**src/rtl/hier_rr_arbiter_pkg.sv**
```systemverilog
`default_nettype none
// ============================================================================
// Module      : arb_pkg
// Description : Shared types and helpers for the hierarchical round-robin
//               arbiter: index-width helper and the wrap-scan picker.
// Revision    : 1.0 - initial release
// ============================================================================
package arb_pkg;

    // Widest mask the generic picker accepts, and the bits needed to index it
    localparam int c_pick_w  = 64;
    localparam int c_pick_sw = 6;
    localparam int c_pick_iw = 8;

    typedef struct packed {
        logic                 found;
        logic [c_pick_iw-1:0] idx;
    } pick_t;

    // $clog2 clamped to at least one bit so single-entry ranges stay legal
    function automatic int idx_w(input int n);
        return (n > 1) ? $clog2(n) : 1;
    endfunction

    // First set bit of mask[width-1:0] scanning upward from ptr with wrap.
    // The wrap is an explicit compare-and-subtract so non-power-of-two widths work.
    function automatic pick_t rr_pick(input logic [c_pick_w-1:0] mask,
                                      input int                  ptr,
                                      input int                  width);
        pick_t res;
        int    j;
        res = '0;
        for (int k = 0; k < c_pick_w; k++) begin
            if (k < width) begin
                j = ptr + k;
                if (j >= width) begin
                    j = j - width;
                end
                if (!res.found && mask[j[c_pick_sw-1:0]]) begin
                    res.found = 1'b1;
                    res.idx   = j[c_pick_iw-1:0];
                end
            end
        end
        return res;
    endfunction

endpackage
`default_nettype wire

```
**src/rtl/hier_rr_arbiter_if.sv**
```systemverilog
`default_nettype none
// ============================================================================
// Module      : hier_rr_arbiter_if
// Description : Request/grant bundle between requesters and the arbiter.
// Revision    : 1.0 - initial release
// ============================================================================
interface hier_rr_arbiter_if
    import arb_pkg::*;
#(
    parameter int N   = 8,
    parameter int IDW = idx_w(N)
);
    logic [N-1:0]   req;
    logic [N-1:0]   grant;
    logic           grant_valid;
    logic [IDW-1:0] grant_id;

    modport master (output req, input grant, input grant_valid, input grant_id);
    modport slave  (input req, output grant, output grant_valid, output grant_id);
endinterface
`default_nettype wire

```
**src/rtl/hier_rr_arbiter_leaf.sv**
```systemverilog
`default_nettype none
// ============================================================================
// Module      : rr_leaf
// Description : Combinational round-robin picker over a WIDTH-bit mask,
//               scanning from i_ptr upward with wrap.
// Revision    : 1.0 - initial release
// ============================================================================
module rr_leaf
    import arb_pkg::*;
#(
    parameter int WIDTH = 4,
    parameter int PTR_W = idx_w(WIDTH)
) (
    input  logic [WIDTH-1:0] i_mask,
    input  logic [PTR_W-1:0] i_ptr,
    output logic             o_valid,
    output logic [PTR_W-1:0] o_idx
);

    logic [c_pick_w-1:0]        w_mask_ext;
    pick_t                      w_pick;
    logic [c_pick_iw-PTR_W-1:0] w_unused_idx;

    always_comb begin
        w_mask_ext              = '0;
        w_mask_ext[WIDTH-1:0]   = i_mask;
        w_pick                  = rr_pick(w_mask_ext, int'(i_ptr), WIDTH);
    end

    assign o_valid      = w_pick.found;
    assign o_idx        = w_pick.idx[PTR_W-1:0];
    assign w_unused_idx = w_pick.idx[c_pick_iw-1:PTR_W];

endmodule
`default_nettype wire

```
**src/rtl/hier_rr_arbiter.sv**
```systemverilog
`default_nettype none
// ============================================================================
// Module      : hier_rr_arbiter
// Description : Two-level (group/leaf) round-robin arbiter with registered
//               one-hot grant and MAX_HOLD-cycle preemption.
// Revision    : 1.0 - initial release
// ============================================================================
module hier_rr_arbiter
    import arb_pkg::*;
#(
    parameter int N_GROUPS   = 2,
    parameter int GROUP_SIZE = 4,
    parameter int MAX_HOLD   = 8
) (
    input  logic                  clk,
    input  logic                  rst_n,
    hier_rr_arbiter_if.slave      bus
);

    localparam int c_n   = N_GROUPS * GROUP_SIZE;
    localparam int c_idw = idx_w(c_n);
    localparam int c_gw  = idx_w(N_GROUPS);
    localparam int c_lw  = idx_w(GROUP_SIZE);
    localparam int c_hw  = idx_w(MAX_HOLD + 1);

    localparam logic [c_hw-1:0] c_hold_max  = c_hw'(MAX_HOLD);
    localparam logic [c_gw-1:0] c_grp_last  = c_gw'(N_GROUPS - 1);
    localparam logic [c_lw-1:0] c_leaf_last = c_lw'(GROUP_SIZE - 1);
    localparam logic [c_n-1:0]  c_grant_lsb = c_n'(1);

    localparam logic [0:0] c_st_idle = 1'b0;
    localparam logic [0:0] c_st_busy = 1'b1;

    logic [0:0]      r_state;
    logic [0:0]      w_state_nxt;
    logic [c_n-1:0]  r_grant;
    logic [c_idw-1:0] r_grant_id;
    logic            r_grant_valid;
    logic [c_gw-1:0] r_root_ptr;
    logic [c_lw-1:0] r_leaf_ptr [N_GROUPS];
    logic [c_hw-1:0] r_hold_cnt;

    logic [c_n-1:0]      w_cand;
    logic [c_n-1:0]      w_others;
    logic                w_arb;
    logic                w_owner_req;
    logic                w_hold_exp;
    logic [N_GROUPS-1:0] w_leaf_valid;
    logic [c_lw-1:0]     w_leaf_idx [N_GROUPS];
    logic                w_root_valid;
    logic [c_gw-1:0]     w_root_idx;
    logic [c_lw-1:0]     w_win_leaf;
    logic [c_idw-1:0]    w_win_id;
    logic                w_load;
    logic                w_hold;

    // The owner's own request bit, without indexing by grant_id
    assign w_owner_req = |(bus.req & r_grant);
    assign w_hold_exp  = (MAX_HOLD != 0) && (r_hold_cnt == c_hold_max);
    assign w_others    = bus.req & ~r_grant;

    // Candidate mask; on preemption the owner competes only when nobody else asks
    always_comb begin
        w_cand = bus.req;
        w_arb  = 1'b1;
        if (r_state == c_st_busy && w_owner_req) begin
            if (w_hold_exp) begin
                w_cand = (|w_others) ? w_others : r_grant;
            end else begin
                w_arb  = 1'b0;
            end
        end
    end

    for (genvar g = 0; g < N_GROUPS; g++) begin : g_leaf
        rr_leaf #(
            .WIDTH (GROUP_SIZE),
            .PTR_W (c_lw)
        ) u_leaf (
            .i_mask  (w_cand[g*GROUP_SIZE +: GROUP_SIZE]),
            .i_ptr   (r_leaf_ptr[g]),
            .o_valid (w_leaf_valid[g]),
            .o_idx   (w_leaf_idx[g])
        );
    end

    rr_leaf #(
        .WIDTH (N_GROUPS),
        .PTR_W (c_gw)
    ) u_root (
        .i_mask  (w_leaf_valid),
        .i_ptr   (r_root_ptr),
        .o_valid (w_root_valid),
        .o_idx   (w_root_idx)
    );

    assign w_win_leaf = w_leaf_idx[w_root_idx];
    assign w_win_id   = c_idw'(int'(w_root_idx) * GROUP_SIZE + int'(w_win_leaf));

    // ---------------- FSM: state register ----------------
    always_ff @(posedge clk or negedge rst_n) begin
        if (!rst_n) begin
            r_state <= c_st_idle;
        end else begin
            r_state <= w_state_nxt;
        end
    end

    // ---------------- FSM: next state ----------------
    always_comb begin
        w_state_nxt = r_state;
        case (r_state)
            c_st_idle: if (w_root_valid)          w_state_nxt = c_st_busy;
            c_st_busy: if (w_arb && !w_root_valid) w_state_nxt = c_st_idle;
            default:                               w_state_nxt = c_st_idle;
        endcase
    end

    // ---------------- FSM: outputs (register controls) ----------------
    always_comb begin
        w_load = w_arb && w_root_valid;
        w_hold = (r_state == c_st_busy) && !w_arb;
    end

    always_ff @(posedge clk or negedge rst_n) begin
        if (!rst_n) begin
            r_grant       <= '0;
            r_grant_id    <= '0;
            r_grant_valid <= 1'b0;
            r_hold_cnt    <= '0;
        end else if (w_load) begin
            r_grant       <= c_grant_lsb << w_win_id;
            r_grant_id    <= w_win_id;
            r_grant_valid <= 1'b1;
            r_hold_cnt    <= c_hw'(1);
        end else if (w_hold) begin
            // Saturates so an unlimited hold never wraps back into a preempt value
            if (r_hold_cnt != '1) begin
                r_hold_cnt <= r_hold_cnt + 1'b1;
            end
        end else begin
            r_grant       <= '0;
            r_grant_id    <= '0;
            r_grant_valid <= 1'b0;
            r_hold_cnt    <= '0;
        end
    end

    always_ff @(posedge clk or negedge rst_n) begin
        if (!rst_n) begin
            r_root_ptr <= '0;
            for (int g = 0; g < N_GROUPS; g++) begin
                r_leaf_ptr[g] <= '0;
            end
        end else if (w_load) begin
            r_root_ptr <= (w_root_idx == c_grp_last) ? '0 : w_root_idx + 1'b1;
            r_leaf_ptr[w_root_idx] <= (w_win_leaf == c_leaf_last) ? '0 : w_win_leaf + 1'b1;
        end
    end

    assign bus.grant       = r_grant;
    assign bus.grant_id    = r_grant_id;
    assign bus.grant_valid = r_grant_valid;

endmodule
`default_nettype wire

```
**src/flat_wrapper.sv**
```systemverilog
// flat-port wrapper written by rule: the top's interface ports become plain ports
module hier_rr_arbiter_flat import arb_pkg::*;
#(
    parameter int N_GROUPS   = 2,
    parameter int GROUP_SIZE = 4,
    parameter int MAX_HOLD   = 8
)
  (clk, rst_n, bus_req, bus_grant, bus_grant_valid, bus_grant_id);
  hier_rr_arbiter_if #(.N(8)) bus_i ();
  input  logic clk;
  input  logic rst_n;
  input wire logic [$bits(bus_i.req)-1:0] bus_req;
  output wire logic [$bits(bus_i.grant)-1:0] bus_grant;
  output wire logic [$bits(bus_i.grant_valid)-1:0] bus_grant_valid;
  output wire logic [$bits(bus_i.grant_id)-1:0] bus_grant_id;
  assign bus_i.req = bus_req;
  assign bus_grant = bus_i.grant;
  assign bus_grant_valid = bus_i.grant_valid;
  assign bus_grant_id = bus_i.grant_id;
  hier_rr_arbiter #(.N_GROUPS(N_GROUPS), .GROUP_SIZE(GROUP_SIZE), .MAX_HOLD(MAX_HOLD)) u_core (.clk(clk), .rst_n(rst_n), .bus(bus_i));
endmodule
```
**config.mk**
```make
export PLATFORM = sky130hd
export DESIGN_NAME = hier_rr_arbiter_flat
export DESIGN_NICKNAME = d
export VERILOG_FILES = /design/src/rtl/hier_rr_arbiter_pkg.sv /design/src/rtl/hier_rr_arbiter_if.sv /design/src/rtl/hier_rr_arbiter_leaf.sv /design/src/rtl/hier_rr_arbiter.sv /design/src/flat_wrapper.sv
export SDC_FILE = /design/constraint.sdc
export NUM_CORES = 1
export LEC_CHECK = 0
export BUFFER_PORTS_ARGS = -buffer_cell sky130_fd_sc_hd__buf_4
export CORE_AREA = 2 2 64 66
export CTS_CLUSTER_DIAMETER = 50
export CTS_CLUSTER_SIZE = 20
export DETAILED_ROUTE_END_ITERATION = 6
export DIE_AREA = 0 0 66 68
export HOLD_SLACK_MARGIN = 0.06
export PLACE_DENSITY = 0.74
export SLEW_MARGIN = 25
export SYNTH_ARGS = -nofsm -noshare
export SYNTH_HDL_FRONTEND = slang
export SYNTH_HIERARCHICAL = 1
export SYNTH_SLANG_ARGS = --single-unit
```
**constraint.sdc**
```tcl
create_clock -name clk -period 11.1 [get_ports clk]
set_input_delay 1.665 -clock clk [delete_from_list [all_inputs] [get_ports clk]]
set_output_delay 1.665 -clock clk [all_outputs]
set_load 0.005 [all_outputs]
```
---- After elaboration in Yosys (flattened, before gate mapping) ----
Index checks and enable logic that the tools add are counted.
operators by class
  add/sub/neg operators ................... 21
  order comparisons ....................... 22
  equal/unequal tests ..................... 5
  shift operators ......................... 1
  mux-type cells .......................... 65
  bitwise logic cells ..................... 5
  reductions and logical operators ........ 23
operators by type and width
  kind                 count
  $mux 8               15
  $mux 9               10
  $lt 6x7->1 const B   10
  $bmux 1 s6           10
  $sub 3x3->4 const B  6
  $ge 3x3->1 const B   6
  $mux 1               17
  $and 8x8->8          2
  $reduce_or 8->1      2
  $add 2x2->3 const B  4
  $logic_and 1x1->1    12
  $mux 4               3
  $mux 2               5
  $logic_not 1->1      9
  $not 8->8            1
  $shl 1x3->8 const A  1
  $sub 2x3->4 const B  2
  $add 2x1->3 const B  2
  $ge 2x3->1 const B   2
  $mux 3               2
  $add 4x1->4 const B  1
  $bwmux 4             1
  $eq 4x4->1 const B   1
  $ge 2x2->1 const B   2
  other kinds (16)     16
word-level totals
  register bits after elaboration ......... 22
  input port bits ......................... 10
  output and inout port bits .............. 12
  logic and storage cells ................. 150

---- Depth between registers and ports, before layout ----
Gate-level depths: netlist of the first run.
  depth after elaboration ................. 31
  depth in mapped cells ................... 17
  depth with buffers taken out ............ 15

---- By module ----
Netlist of the first run, hierarchy kept.
modules (own cells, without submodules)
  module                                  instances  cells an instance  area each (um^2)
  hier_rr_arbiter                         1          139                1401.3
  rr_leaf at u_core.g_leaf[0].u_leaf ...  2          39                 310.3
  rr_leaf at u_core.u_root                1          3                  17.5

---- Worst setup path after synthesis of the first run ----
OpenSTA, ideal clock, no wires.
  kind .................................... in2reg
  from .................................... in bus_req[3]
  to ...................................... reg u_core/r_leaf_ptr[1] in the netlist's numbering
  library setup time ...................... 125 ps
  arrival time ............................ 4823 ps
  required time ........................... 10975 ps
  slack ................................... 6152 ps
  stages on the path ...................... 15
  buffers on the path ..................... 2
  cell sequence ........................... a22oi_1 > a41oi_2 > buf_6 > nand3_1 > mux2_1 > mux4_1 > nand2_1 > a21boi_2 > nand3b_1 > a21boi_1 > buf_2 > mux2_2 > inv_1 > ha_1 > mux2_2
on the way
  word-level cells in the longest chain between the ends .. 30
  elaborated cells between the ends (all ways) .. 67
  those cells by class .................... add/sub (1); order compare (2); eq/ne (1); mux (41); bitwise (3); reduce/logical (19)
ends and longest elaborated chain
  item                                              RTL line                                       RTL
  start, declared                                   flat_wrapper.sv:12                             input wire logic [$bits(bus_i.req)-1:0] bus_req;
  $and 8x8->8                                       hier_rr_arbiter.sv:60                          assign w_others = bus.req & ~r_grant;
  $reduce_or 8->1                                   hier_rr_arbiter.sv:68                          w_cand = (|w_others) ? w_others : r_grant;
  $mux 8                                            hier_rr_arbiter.sv:68
  $mux 8                                            hier_rr_arbiter.sv:67                          if (w_hold_exp) begin
  $mux 8 (*)                                        hier_rr_arbiter.sv:66                          if (r_state == c_st_busy && w_owner_req) begin
  via u_core.w_cand[0]                              hier_rr_arbiter.sv:43                          logic [c_n-1:0] w_cand;
  $bmux 1 s6                                        hier_rr_arbiter_pkg.sv:39                      if (!res.found && mask[j[c_pick_sw-1:0]]) begin
  $mux 1 (not written as such)                      hier_rr_arbiter_pkg.sv:39
  (+10 left out)                                    n/a
  via u_core.w_leaf_valid[0]                        hier_rr_arbiter.sv:48                          logic [N_GROUPS-1:0] w_leaf_valid;
  (+4 left out)                                     n/a
  $logic_and 1x1->1                                 hier_rr_arbiter_pkg.sv:39
  $mux 9 (*)                                        hier_rr_arbiter_pkg.sv:39
  via u_core.w_root_idx                             hier_rr_arbiter.sv:51                          logic [c_gw-1:0] w_root_idx;
  $not 1->2 (*)                                     hier_rr_arbiter.sv:97, hier_rr_arbiter.sv:157
  $mux 2 (not written as such) (3 in a row)         hier_rr_arbiter.sv:97                          assign w_win_leaf = w_leaf_idx[w_root_idx];
  $add 2x1->2 / $eq 2x2->1 (equally long branches)  hier_rr_arbiter.sv:157                         r_leaf_ptr[w_root_idx] <= (w_win_leaf == c_leaf_last) ? '0 : w_win_leaf + 1'b1;
  $mux 2                                            hier_rr_arbiter.sv:157
  $bwmux 4 (*)                                      hier_rr_arbiter.sv:157
  end signal, assigned by index                     hier_rr_arbiter.sv:157
  end, declared                                     hier_rr_arbiter.sv:40                          logic [c_lw-1:0] r_leaf_ptr [N_GROUPS];
The timed path passes the listed nets; every way through them passes the cells marked *. The select of a mux whose other input is x is not followed.
A chain may end at the register's enable or synchronous reset.

---- Worst setup path in the final report of the first run ----
  from .................................... in bus_req[0]
  to ...................................... reg u_core/r_leaf_ptr[1] in the netlist's numbering
The elaborated chain is that of the path after synthesis.

==> qor.csv, run 1 <==
stage,metric,value,unit
yosys,syn_area,2040,µm²
placed_design,port_buffers,21,
worst_setup_path,crit_start,bus_req[0],
finish,multi_input_area,1320,µm²
yosys,yosys.area_share.adder,8.59,%
worst_setup_path,critPathSlowestCell,a41oi_2,
worst_setup_path,crit_end,u_core/r_leaf_ptr[1],
grt,grt_pass1_wl,7.20,mm
yosys,yosysWarnings,6,
power,power.leakage,1.01,nW
finish,most-common-layout-cells,"28 x nand3_1, 23 x inv_1, 22 x dfrtp_1",
yosys,synthTopCellsByArea,"dfrtp_1 27%, ha_1 8.6%, nand3_1 6.9%",
sta,relSlewSlack,35.6,%
placed_design,hpwl,3.31,mm
yosys,synth_edf_count,0,
worst_setup_path,critPathRequiredTime,11250,ps
grt,antenna_found_initial,0,
clock_tree,post_cts_buffers,0,
yosys,yosys.area.top_type,dfrtp_1,
power,irDropWorstVdd,246,µV
clock_tree,h-tree-depth,1,
finish,layout.area.seq,551,µm²
routing,route.detailed.drc,0,
sta,worst_pin_slew,967,ps
yosys,ys_seq_elements,22,
finish,final_util,57.8,%
floorplan,rows,23,
yosys,synth_top_family_by_area,compound AO/OA/AOI/OAI gates,
worst_setup_path,crit_type,in2reg,
worst_setup_path,critical_path_arrival,5930,ps
yosys,synthSimpleGateAreaFrac,16.4,%
yosys,syn_area_per_cell,9.27,µm²
worst_setup_path,worstPathCellList,buf_4 -> a22oi_2 -> a41oi_2 -> nand3_1 -> mux2_1 -> mux4_1 -> nand2_1 -> a21boi_2 -> nand3b_1 -> a21boi_1 -> mux2_2 -> inv_1 -> ha_1 -> mux2_2,
finish,drive_above_1_share,23.6,%
routing,drtPass1Iterations,4,
floorplan,die_w,66,µm
floorplan,fp.coreArea,3860,µm²
routing,wl,4.38,mm
worst_setup_path,worstRegToRegCells,13,
clock_tree,clock_latency,260,ps
finish,nets,258,
worst_setup_path,crit_top_cell,mux2_2,
routing,wl_per_cell,15.5,µm
placed_design,gp_congestion,0.845,
worst_setup_path,reg2reg_slack,6330,ps
routing,viasPerCell,5.88,
sta,finalHoldViolCount,0,
grt,grt_usage,21.0,%
finish,synthToLayoutAreaGrowth,9.33,%
clock_tree,cts-root-buf,clkbuf_8,
yosys,synth.top_cell.area_share,27.0,%
floorplan,io_pins,22,
routing,drtAntennaViolNets,0,
grt,grt_max_degree,24,
yosys,yosysUniqueCellTypes,47,
placed_design,dp_cells,279,
yosys,synth-xor-area-share,0.429,%
sta,setup_violations,0,
finish,antenna_cells,0,
worst_setup_path,cp_max_fo,23,
yosys,ys_seq_area_share,27.0,%
routing,vias,1664,
yosys,synth.net_count,244,
yosys,synthMuxAreaShare,16.3,%
sta,fin_crit_sh,52.1,%
clock_tree,max-clock-path-buffers,2,
yosys,async_reset_ff_share,100,%
clock_tree,cts.sinks,22,
hold_path,hold_path_class,reg2reg,
sta,max_freq,173,MHz
worst_setup_path,end_kind,flop,
outcome,status,completed,
clock_tree,cts_inserted_buffers,3,
clock_tree,clk_pin_slew,70,ps
yosys,synth_compound_area_share,22.8,%
worst_setup_path,max_stage_delay,820,ps
sta,fin_skew,1.96,ps
sta,drv_slew,0,
worst_setup_path,cp-start-kind,input port,
floorplan,die_h,68,µm
power,power_density,311,nW/µm²
worst_setup_path,reg2reg_from,u_core/bus.grant[0],
finish,layout_commonest_cell,nand3_1,
clock_tree,cts_resized,0,
finish,instances_no_fill,283,
run,maxCapViolations,0,
grt,grt_pass1_vias,1501,
sta,period_needed,5780,ps
sta,rsz0062_at_grt,no,
yosys,netlist_instances,220,
yosys,synthFlopType,dfrtp_1,
routing,drt_iter0_drc,118,
floorplan,initial_core_util,52.9,%
floorplan,die_area,4490,µm²
clock_tree,postCtsHoldBufs,0,
finish,num-fill-cells,374,
sta,fin_setup_tns,0,ps
grt,grt_overflow,0,
clock_tree,cts_tree,yes,
worst_setup_path,r2r-end,u_core/r_leaf_ptr[1],
==> synthesized netlist by cell type (all sizes together), types with 4 or more instances <==
cell,n
ha,14
o22ai,5
o21ai,14
nand2,20
nand2b,4
buf,10
dfrtp,22
mux2,16
a21boi,7
inv,23
nor2,4
o31ai,4
mux4,6
nand3,28
a21oi,11
a22oi,4
==> cells by family after synthesis <==
| group | after synthesis |
|---|---|
| multiplexers | 23 |
| AO/OA/AOI/OAI | 58 |
| buffers and inverters | 35 |
| adder cells (fa/ha/maj) | 14 |
| flip-flops | 22 |
| AND/OR/NAND/NOR | 67 |
| XOR/XNOR | 1 |
==> area by class of cell <==
| type | count | area share, % |
|---|---|---|
| clock buffers | 4 | 2.47 |
| inverters | 23 | 3.87 |
| multi-input cells | 163 | 59.1 |
| flip-flops and latches | 22 | 24.7 |
| well taps | 50 | 2.81 |
| repair buffers | 21 | 7.07 |
==> metrics by stage <==
step | total power, mW | setup slack [ps] | hold WS (ps) | instance area, µm²
after floorplan | 0.556 | 6150 | 475 | 2040
after global placement | 0.629 | 5180 | 477 | 2170
after detailed placement | 0.635 | 5120 | 485 | 2170
after CTS | 0.696 | 5350 | 506 | 2230
after global routing | 0.762 | 4980 | 532 | 2230
final | 0.693 | 5320 | 502 | 2230
==> sequential cells by signal, summed over array words and instances (netlist names) <==
signal                  cells
u_core/r_state              1
u_core/bus.grant            8
u_core/bus.grant_id         3
u_core/bus.grant_valid      1
u_core/r_root_ptr           1
u_core/r_hold_cnt           4
u_core/r_leaf_ptr           4
==> power by group <==
group	switching, mW	internal, mW	total, mW	leakage [nW]
combinational	0.251	0.219	0.470	0.702
sequential	0.0553	0.114	0.169	0.274
clock	0.0235	0.0316	0.0551	0.0288
==> layer usage <==
layer | share of wire, % | track usage (%) | vias to the layer above
li1 | - | - | 822
met1 | 49 | 30.1 | 794
met2 | 46 | 34.2 | 43
met3 | 4.5 | 1.81 | 5
met4 | 1.2 | 6.12 | 0
met5 | 0 | 0 | -
==> how the worst min path moves through the flow <==
stage	cells after the start	slack, ps	end	startpoint
4_1_cts	1	510	u_core/bus.grant_valid	u_core/bus.grant_valid
5_1_grt	1	530	u_core/bus.grant_id[2]	u_core/bus.grant_id[2]
3_5_place_dp	1	480	u_core/bus.grant_valid	u_core/bus.grant_valid
2_1_floorplan	2	480	u_core/r_root_ptr	u_core/r_root_ptr
6_report	1	500	u_core/bus.grant_valid	u_core/bus.grant_valid
3_3_place_gp	1	480	u_core/bus.grant_valid	u_core/bus.grant_valid
==> worst max-delay path: cells and delay by family <==
family	cells	cell delay (ps)
AOI/OAI and AO/OA	4	1660
adders and majority gates	1	260
buffers and inverters	2	240
muxes	4	1680
and+or+nand+nor	3	410
Power figures use the tool's default switching activity.
==> run 2: changes to the inputs <==
--- a/config.mk
+++ b/config.mk
@@ -5,14 +5,15 @@
 export SDC_FILE = /design/constraint.sdc
 export NUM_CORES = 1
 export LEC_CHECK = 0
+export ABC_AREA = 1
 export BUFFER_PORTS_ARGS = -buffer_cell sky130_fd_sc_hd__buf_4
-export CORE_AREA = 2 2 64 66
+export CORE_AREA = 2 2 67 69
 export CTS_CLUSTER_DIAMETER = 50
 export CTS_CLUSTER_SIZE = 20
 export DETAILED_ROUTE_END_ITERATION = 6
-export DIE_AREA = 0 0 66 68
+export DIE_AREA = 0 0 69 71
 export HOLD_SLACK_MARGIN = 0.06
-export PLACE_DENSITY = 0.74
+export PLACE_DENSITY = 0.75
 export SLEW_MARGIN = 25
 export SYNTH_ARGS = -nofsm -noshare
 export SYNTH_HDL_FRONTEND = slang
==> constraint.sdc (replaced) <==
create_clock -name clk -period 4.7 [get_ports clk]
set_input_delay 0.705 -clock clk [delete_from_list [all_inputs] [get_ports clk]]
set_output_delay 0.705 -clock clk [all_outputs]
set_load 0.005 [all_outputs]
==> run 2 against run 1 <==
Routed wire length increased by 2.3%. Combinational power increased to 2.8 times the previous value. Non-clock buffer count rose by 1. Critical path depth up 10. Worst hold slack got worse by 180 ps. Final area is 7.5% higher. Final cell count up 39%. Total power grew to 2.6 times the previous value. First-iteration DRC count grew 27%. Sequential power grew 120%. Synthesized area rose by 7.8%. Clock skew increased by 0.60 ps. Largest cell class unchanged. Highest routed layer unchanged.
==> qor.csv, run 2 <==
stage,metric,value,unit
outcome,status,completed,
floorplan,die_w,69,µm
floorplan,io_pins,22,
routing,drtAntennaViolNets,0,
worst_setup_path,reg2reg_from,u_core/r_hold_cnt[0],
routing,viasPerCell,5.04,
yosys,synth.top_cell.area_share,25.0,%
worst_setup_path,worstPathCellList,inv_1 -> ha_1 -> nand3_1 -> inv_1 -> nand3_2 -> inv_1 -> nand3_1 -> nand2_1 -> nand2_1 -> nand2_1 -> nor2_1 -> nor3_4 -> inv_1 -> nand2_1 -> inv_1 -> a21oi_1 -> inv_2 -> or2_2 -> o21ai_0 -> inv_1 -> ha_1 -> nor2_1 -> nand4_1 -> nand2_1,
sta,worst_pin_slew,563,ps
worst_setup_path,end_kind,flop,
clock_tree,cts.sinks,22,
yosys,async_reset_ff_share,100,%
power,power.leakage,1.38,nW
yosys,yosysWarnings,6,
worst_setup_path,crit_type,reg2reg,
routing,wl_met2,2.04,mm
sta,finalHoldViolCount,0,
worst_setup_path,cp_max_fo,9,
yosys,netlist_instances,325,
worst_setup_path,cp-start-kind,flop,
clock_tree,max-clock-path-buffers,2,
worst_setup_path,crit_family,simple AND/OR/NAND/NOR gates,
floorplan,initial_core_util,52.3,%
sta,drv_slew,0,
clock_tree,postCtsHoldBufs,0,
power,irDropWorstVdd,415,µV
placed_design,port_buffers,21,
sta,setup_violations,0,
yosys,synth_most_common_cell,nand2_1,
routing,wl_met1,2.24,mm
routing,dr_wl_met3,146,µm
finish,largest_reg_flops,8,
yosys,yosys.area.top_type,dfrtp_1,
clock_tree,cts-root-buf,clkbuf_8,
sta,fin_setup_tns,0,ps
routing,wl,4.48,mm
finish,most-common-layout-cells,"103 x nand2_1, 48 x inv_1, 23 x nor2_1",
grt,grt_pass1_wl,8.18,mm
routing,route.detailed.drc,0,
worst_setup_path,reg2reg_slack,1000,ps
clock_tree,post_cts_buffers,0,
clock_tree,cts_resized,0,
placed_design,post-place-ws,802,ps
yosys,ys_seq_elements,22,
power,power_density,743,nW/µm²
sta,fin_skew,2.56,ps
yosys,syn_area,2200,µm²
clock_tree,cts_tree,yes,
routing,drt_iter0_drc,150,
worst_setup_path,path_buf_inv,7,
clock_tree,h-tree-depth,1,
finish,nets,368,
yosys,syn_area_per_cell,6.76,µm²
clock_tree,cts_inserted_buffers,3,
yosys,synth.net_count,349,
finish,drive_above_1_share,24.0,%
clock_tree,clk_pin_slew,70,ps
routing,vias,1984,
yosys,ys_seq_area_share,25.0,%
yosys,synthFlopType,dfrtp_1,
hold_path,hold_path_class,in2async,
worst_setup_path,r2r-end,u_core/r_leaf_ptr[0],
floorplan,die_area,4900,µm²
yosys,synthTopCellsByArea,"dfrtp_1 25%, nand2_1 18%, inv_1 8.2%",
routing,drtPass1Iterations,5,
grt,grt_pass1_vias,1862,
worst_setup_path,critical_path_arrival,3900,ps
worst_setup_path,worstRegToRegCells,24,
worst_setup_path,critPathSlowestCell,dfrtp_1,
floorplan,fp.coreArea,4200,µm²
sta,fin_crit_sh,78.8,%
grt,grt_usage,19.9,%
floorplan,die_h,71,µm
routing,wl_per_cell,11.4,µm
grt,grt_max_degree,23,
grt,antenna_found_initial,0,
sta,rsz0062_at_grt,no,
yosys,synth_common_cells,"103 x nand2_1, 48 x inv_1, 23 x nor2_1",
sta,relSlewSlack,62.1,%
finish,antenna_cells,0,
yosys,synth_edf_count,0,
clock_tree,clock_latency,260,ps
sta,period_needed,3700,ps
worst_setup_path,critPathRequiredTime,4900,ps
placed_design,gp_congestion,0.903,
sta,max_freq,270,MHz
placed_design,hpwl,3.56,mm
sta,worst_slack,999,ps
worst_setup_path,max_stage_delay,420,ps
run,maxCapViolations,0,
routing,highest_layer,met4,
grt,grt_overflow,0,
worst_setup_path,crit_top_cell,inv_1,
finish,layout_commonest_cell,nand2_1,
floorplan,rows,24,
yosys,yosysUniqueCellTypes,28,
finish,synthToLayoutAreaGrowth,8.99,%
run 2: changes by cell type in the layout (fill, tap and decap cells not counted), moves of 8 or more:
cell and delta:
nand3_1 -8, nor2_1 +19, mux2_1 -9, inv_1 +25, nand3_2 +12, nand2_2 +16, nand4_1 +11, nand2_1 +83
run 2: per-layer routing:
metal	track usage, %	up-vias
li1	-	1040
met1	27.8	902
met2	33.2	37
met3	1.57	5
met4	5.88	0
met5	0	-
run 2: stage by stage:
stage	power (mW)	cells	area, µm²	util [%]	hold WS, ps
floorplan	1.42	325	2200	-	409
global placement	1.65	391	2350	56.0	456
detailed placement	1.66	391	2350	56.0	465
CTS	1.79	394	2400	57.0	321
global route	1.99	394	2400	57.0	332
finish	1.78	394	2400	57.0	318
run 2: where the power goes:
| part | leakage, nW | internal, mW | switching [mW] |
|---|---|---|---|
| logic | 1.08 | 0.478 | 0.818 |
| registers | 0.276 | 0.265 | 0.107 |
| clock network | 0.0216 | 0.0572 | 0.0560 |
run 2: worst max-delay path by stage:
stage | slack, ps | start | end | cells after the start
2_1_floorplan | 1310 | bus_req[3] | u_core/r_leaf_ptr[0] | 24
3_3_place_gp | 920 | bus_req[7] | u_core/r_leaf_ptr[0] | 25
3_5_place_dp | 800 | bus_req[7] | u_core/r_leaf_ptr[0] | 23
4_1_cts | 1030 | u_core/r_hold_cnt[0] | u_core/r_leaf_ptr[0] | 24
5_1_grt | 600 | u_core/r_hold_cnt[0] | u_core/r_leaf_ptr[0] | 26
6_report | 1000 | u_core/r_hold_cnt[0] | u_core/r_leaf_ptr[0] | 24
run 2: logic make-up (layout without fill, tap and decap cells):
family | count (synthesis) | in the layout | share of synthesized area, %
and+or+nand+nor | 200 | 200 | 46.0
buffers and inverters | 64 | 81 | 13.6
AOI/OAI and AO/OA | 24 | 24 | 6.94
DFF | 22 | 22 | 25.0
adders and majority gates | 14 | 14 | 7.97
xor gates and xnor gates | 1 | 1 | 0.398
run 2: cell type report:
| class | count | area, µm² |
|---|---|---|
| clock buffer | 3 | 41.3 |
| fill | 397 | 1810 |
| inverter | 56 | 225 |
| multi-input combinational | 239 | 1350 |
| sequential | 22 | 551 |
| tap | 52 | 65.1 |
| timing repair buffer | 22 | 165 |
